`config.mk`:
```
export PLATFORM = sky130hd
export DESIGN_NAME = inc_driver
export DESIGN_NICKNAME = d
export VERILOG_FILES = /design/src/rtl/inc_driver_pkg.sv /design/src/rtl/inc_driver.sv
export SDC_FILE = /design/constraint.sdc
export NUM_CORES = 1
export LEC_CHECK = 0
export ABC_AREA = 1
export CELL_PAD_IN_SITES_DETAIL_PLACEMENT = 1
export CELL_PAD_IN_SITES_GLOBAL_PLACEMENT = 2
export CORE_MARGIN = 2
export CORE_UTILIZATION = 30
export DETAILED_ROUTE_END_ITERATION = 16
export GPL_ROUTABILITY_DRIVEN = 0
export PLACE_DENSITY_LB_ADDON = 0.1
export SLEW_MARGIN = 20
export SYNTH_ARGS = -nofsm -noshare
export SYNTH_HDL_FRONTEND = slang
export SYNTH_SLANG_ARGS = --single-unit
```
`constraint.sdc`:
```
create_clock -name clock -period 3.85 [get_ports clock]
set_input_delay 0.385 -clock clock [delete_from_list [all_inputs] [get_ports clock]]
set_output_delay 0.385 -clock clock [all_outputs]
set_load 0.01 [all_outputs]
```
`src/rtl/inc_driver_pkg.sv`:
```
// Shared definitions for the increment driver.
//   state_e           : driver FSM states
//   DefaultWidth      : default width of inc / count / totals
//   DefaultCheckDelay : default cycles between last transfer and count check
package inc_driver_pkg;

  typedef enum logic [1:0] {
    StIdle,
    StSend,
    StCheck,
    StDone
  } state_e;

  localparam int unsigned DefaultWidth      = 8;
  localparam int unsigned DefaultCheckDelay = 1;

endpackage

```
`src/rtl/inc_driver.sv`:
```
// Increment driver: streams increments summing to a target total under a
// valid/ready handshake, waits for the consumer's register latency, then checks
// the observed count against base + target.
// Ports:
//   clock, reset           : clock and synchronous active-high reset
//   start, target, step    : run request and its parameters (latched in idle)
//   inc_ready, count_obs   : consumer handshake and observed counter value
//   inc, inc_valid         : increment beat (inc is 0 when not valid)
//   busy, done             : activity flag and end-of-run pulse
//   sent_total, mismatch   : sum of accepted beats, sticky check failure
module inc_driver
  import inc_driver_pkg::*;
#(
  parameter int unsigned WIDTH       = DefaultWidth,
  parameter int unsigned CHECK_DELAY = DefaultCheckDelay
) (
  input  logic             clock,
  input  logic             reset,
  input  logic             start,
  input  logic [WIDTH-1:0] target,
  input  logic [WIDTH-1:0] step,
  input  logic             inc_ready,
  input  logic [WIDTH-1:0] count_obs,
  output logic [WIDTH-1:0] inc,
  output logic             inc_valid,
  output logic             busy,
  output logic             done,
  output logic [WIDTH-1:0] sent_total,
  output logic             mismatch
);

  localparam int unsigned DlyW = $clog2(CHECK_DELAY + 1);

  state_e           state_q, state_d;
  logic [WIDTH-1:0] target_q, target_d;
  logic [WIDTH-1:0] step_q, step_d;
  logic [WIDTH-1:0] remaining_q, remaining_d;
  logic [WIDTH-1:0] base_q, base_d;
  logic [WIDTH-1:0] sent_q, sent_d;
  logic             mismatch_q, mismatch_d;
  logic [DlyW-1:0]  dly_q, dly_d;

  logic [WIDTH-1:0] beat;
  logic [WIDTH-1:0] rem_next;
  logic [WIDTH-1:0] expected_sum;

  // Clamp the beat so remaining can never underflow.
  assign beat         = (step_q < remaining_q) ? step_q : remaining_q;
  assign rem_next     = remaining_q - beat;
  assign expected_sum = base_q + target_q;

  always_comb begin
    state_d     = state_q;
    target_d    = target_q;
    step_d      = step_q;
    remaining_d = remaining_q;
    base_d      = base_q;
    sent_d      = sent_q;
    mismatch_d  = mismatch_q;
    dly_d       = dly_q;

    unique case (state_q)
      StIdle: begin
        if (start) begin
          target_d    = target;
          step_d      = (step == '0) ? WIDTH'(1) : step;
          remaining_d = target;
          base_d      = count_obs;
          sent_d      = '0;
          mismatch_d  = 1'b0;
          if (target != '0) begin
            state_d = StSend;
          end else begin
            state_d = StCheck;
            dly_d   = DlyW'(CHECK_DELAY);
          end
        end
      end
      StSend: begin
        if (inc_ready) begin
          remaining_d = rem_next;
          sent_d      = sent_q + beat;
          if (rem_next == '0) begin
            state_d = StCheck;
            dly_d   = DlyW'(CHECK_DELAY);
          end
        end
      end
      StCheck: begin
        dly_d = dly_q - DlyW'(1);
        // Last check cycle: counter has had CHECK_DELAY cycles to settle.
        if (dly_q == DlyW'(1)) begin
          if (count_obs != expected_sum) begin
            mismatch_d = 1'b1;
          end
          state_d = StDone;
        end
      end
      StDone: begin
        state_d = StIdle;
      end
      default: begin
        state_d = StIdle;
      end
    endcase
  end

  always_ff @(posedge clock) begin
    if (reset) begin
      state_q     <= StIdle;
      target_q    <= '0;
      step_q      <= '0;
      remaining_q <= '0;
      base_q      <= '0;
      sent_q      <= '0;
      mismatch_q  <= 1'b0;
      dly_q       <= '0;
    end else begin
      state_q     <= state_d;
      target_q    <= target_d;
      step_q      <= step_d;
      remaining_q <= remaining_d;
      base_q      <= base_d;
      sent_q      <= sent_d;
      mismatch_q  <= mismatch_d;
      dly_q       <= dly_d;
    end
  end

  assign inc_valid  = (state_q == StSend);
  assign inc        = inc_valid ? beat : '0;
  assign busy       = (state_q != StIdle);
  assign done       = (state_q == StDone);
  assign sent_total = sent_q;
  assign mismatch   = mismatch_q;

endmodule

```
==> metrics, run 1 <==
CTS tree=yes; vias per cell=just under 5; R2R Setup Slk=around 430 ps; sequential area share after synthesis=0.282; f_max=0.292 GHz; Final ANT Viol Nets=0; largest cells by area after synthesis=dfxtp_1, ha_1, nand2_1, a21oi_1, inv_1; number of synthesized flops with an enable pin=0; clk sinks=44; Detailed Route WL=~9400 µm; # Max-Cap Violations=0; drt first pass iters=4; CP endpoint=state_q[1]; Max Root-Sink Buffers=2; Hold Path Class=reg -> reg; Layout Nets=about 550; I/O Buffers=between 40 and 50; CP startpoint kind=flip-flop; gate count of the mapped netlist=442; RSZ-0062 raised after global routing=false; storage element area=roughly 880 µm²; CTS Buf Count=5; Post-synth top flop=dfxtp_1; clk_lat worst skew=~310 ps; Synth async-reset ratio=0; global route overflow=0; synthesis-to-finish area growth=22.8%; Crit Path Class=reg -> reg; CTS Root Cell=clkbuf_8; Critical Path Source=remaining_q[1]; Worst setup EP type=flip-flop; CTS H-tree lvls=2; worst-margin pin slew=roughly 700 ps; starting density of the core=0.305; register bit total from synthesis=44; first-pass GRT wire length=between 15000 and 20000 µm; slew margin rel.=0.530; Worst VDD drop=0.275 mV; Final min period=~3400 ps; Worst-path clk slew=around 100 ps; post-route clock period utilization=0.889; gr usage total=0.177; vias=3005; DRT iter0 DRCs=around 110; Antenna Cells=0; CORE AREA=10200 µm²; initial antenna violation count=0; Synth Cell Area=roughly 3100 µm²; # Post-CTS Setup Buffers=0; Die W=106 µm; Final Hold Vio Count=0; Die ar.=11200 µm²; Register-to-Register Path Depth=24; outcome=completed; critical path data required time=between 4000 and 5000 ps; R2R Path Start=remaining_q[1]; DR WL/cell=15.1 µm; Fill cells=1268; Mean Syn Cell Area=a little over 7 µm²; DPL Wire Length=between 7000 and 8000 µm; syn_nets=about 510; setup violators final=0; DP Worst Slack=roughly 340 ps; Commonest cells post-synth=nand2_1, inv_1, nor2_1, a21oi_1, dfxtp_1; power per cell area=between 600 and 700 nW/µm²; largest area contributor in the netlist=dfxtp_1; Resize count post-CTS=0; Yosys cell types=between 40 and 50; DRC=0; top-count cell post-synth=nand2_1; crit-path max FO=16; final setup TNS=0 ps; multi-input combinational cell area=1930 µm²; number of global-route vias before repair=3141; Row Count=37; clk_skew=10.0 ps; Leakage=between 0.0015 and 0.002 µW; # hold bufs at CTS=0; YS warnings=0; largest net degree at the start of global routing=26; I/O pins=48; Final Core Density=0.374; reg2reg end=state_q[1]; Critical Path AT=3620 ps; share of the synthesized area in the top cell type=0.282; layout cells sized above 1=0.0634; Slew Limit Fails=0; final setup margin=about 430 ps; Die Y=106 µm
sequential cells by signal, indices dropped and copies added, names as in the netlist:
name and count:
remaining_q 8, base_q 8, dly_q 1, mismatch 1, step_q 8, state_q 2, sent_total 8, target_q 8
worst max-delay path: stages (launching register included):
cell,delay (ps)
dfxtp_1,370
inv_1,100
ha_1,280
nand2_1,80
nand2_1,50
nand2_1,50
nand2_1,70
nand2_1,110
nand2_2,200
o21ai_0,340
inv_1,110
ha_1,390
nand2_2,70
clkinv_2,70
nand4_1,120
nand3_1,120
nand2_1,50
nand2_1,90
nand2_1,70
nor2_2,110
nand3_2,120
nand2_4,90
nand2_1,80
nand2_1,80
a21oi_2,50
metrics by stage:
stage	total power [µW]	hold slack [ps]	cell area (µm²)	std cells
after detailed placement	2270	469	3720	617
after floorplan	1820	443	3120	442
final	2630	491	3830	625
after global placement	2260	472	3720	617
after CTS	2670	491	3830	625
after global routing	2930	515	3830	625
layer usage:
layer / track usage / up-vias / wire [µm]
met2: 0.279 / 36 / 4110
met4: 0.0367 / 0 / 71
met5: 0 / - / 0
li1: - / 1553 / -
met1: 0.256 / 1409 / 4990
met3: 0.0288 / 7 / 255
where the power goes:
group / internal [µW] / leakage, µW / switching [µW] / total (µW)
registers: 550 / 0.000363 / 72.7 / 623
logic: 611 / 0.00123 / 1020 / 1630
clock network: 193 / 0.0000541 / 186 / 378
cell type report:
| type | count | area share |
|---|---|---|
| clock buffers | 5 | 0.0180 |
| flip-flops and latches | 44 | 0.230 |
| clock inverters | 3 | 0.0111 |
| repair buffers | 52 | 0.133 |
| well taps | 136 | 0.0444 |
| multi-input cells | 323 | 0.503 |
| inverters | 62 | 0.0611 |
kinds of logic (layout without fill, tap and decap cells):
family          after synthesis  in the layout  synth area share
xor+xnor                     16             16            0.0493
compound gates              110            110             0.193
buf+inv                      75            122             0.100
simple gates                162            162             0.228
flops                        44             44             0.282
fa+ha+maj                    35             35             0.148
worst min-delay path by stage:
| stage | cells past startpoint | end | startpoint |
|---|---|---|---|
| floorplan | 2 | step_q[1] | step_q[1] |
| global placement | 2 | dly_q | dly_q |
| detailed placement | 2 | dly_q | dly_q |
| CTS | 2 | dly_q | dly_q |
| global route | 2 | dly_q | dly_q |
| finish | 2 | dly_q | dly_q |
placed cells by master (no fill, tap or decap), types with 2 or more instances in the layout:
cell type / n
a211oi_1: 6
a21oi_1: 46
a21oi_2: 2
a221oi_1: 2
a31oi_1: 3
buf_4: 5
clkbuf_8: 5
clkdlybuf4s50_1: 47
clkinv_2: 2
dfxtp_1: 44
fa_1: 3
ha_1: 32
inv_1: 56
inv_2: 5
nand2_1: 74
nand2_2: 2
nand3_1: 12
nand3b_1: 4
nand4_1: 7
nor2_1: 50
nor2_2: 3
nor3_1: 2
nor4_1: 3
o211ai_1: 3
o21ai_0: 40
o21ai_1: 4
xnor2_1: 4
xor2_1: 11
Note: power is estimated with default switching activity, not from simulation.
==> run 2: changes to the inputs <==
CAP_MARGIN = 10   (was unset)
==> results of run 2 <==
Final layout, timing and power as in run 1 (identical DEF).
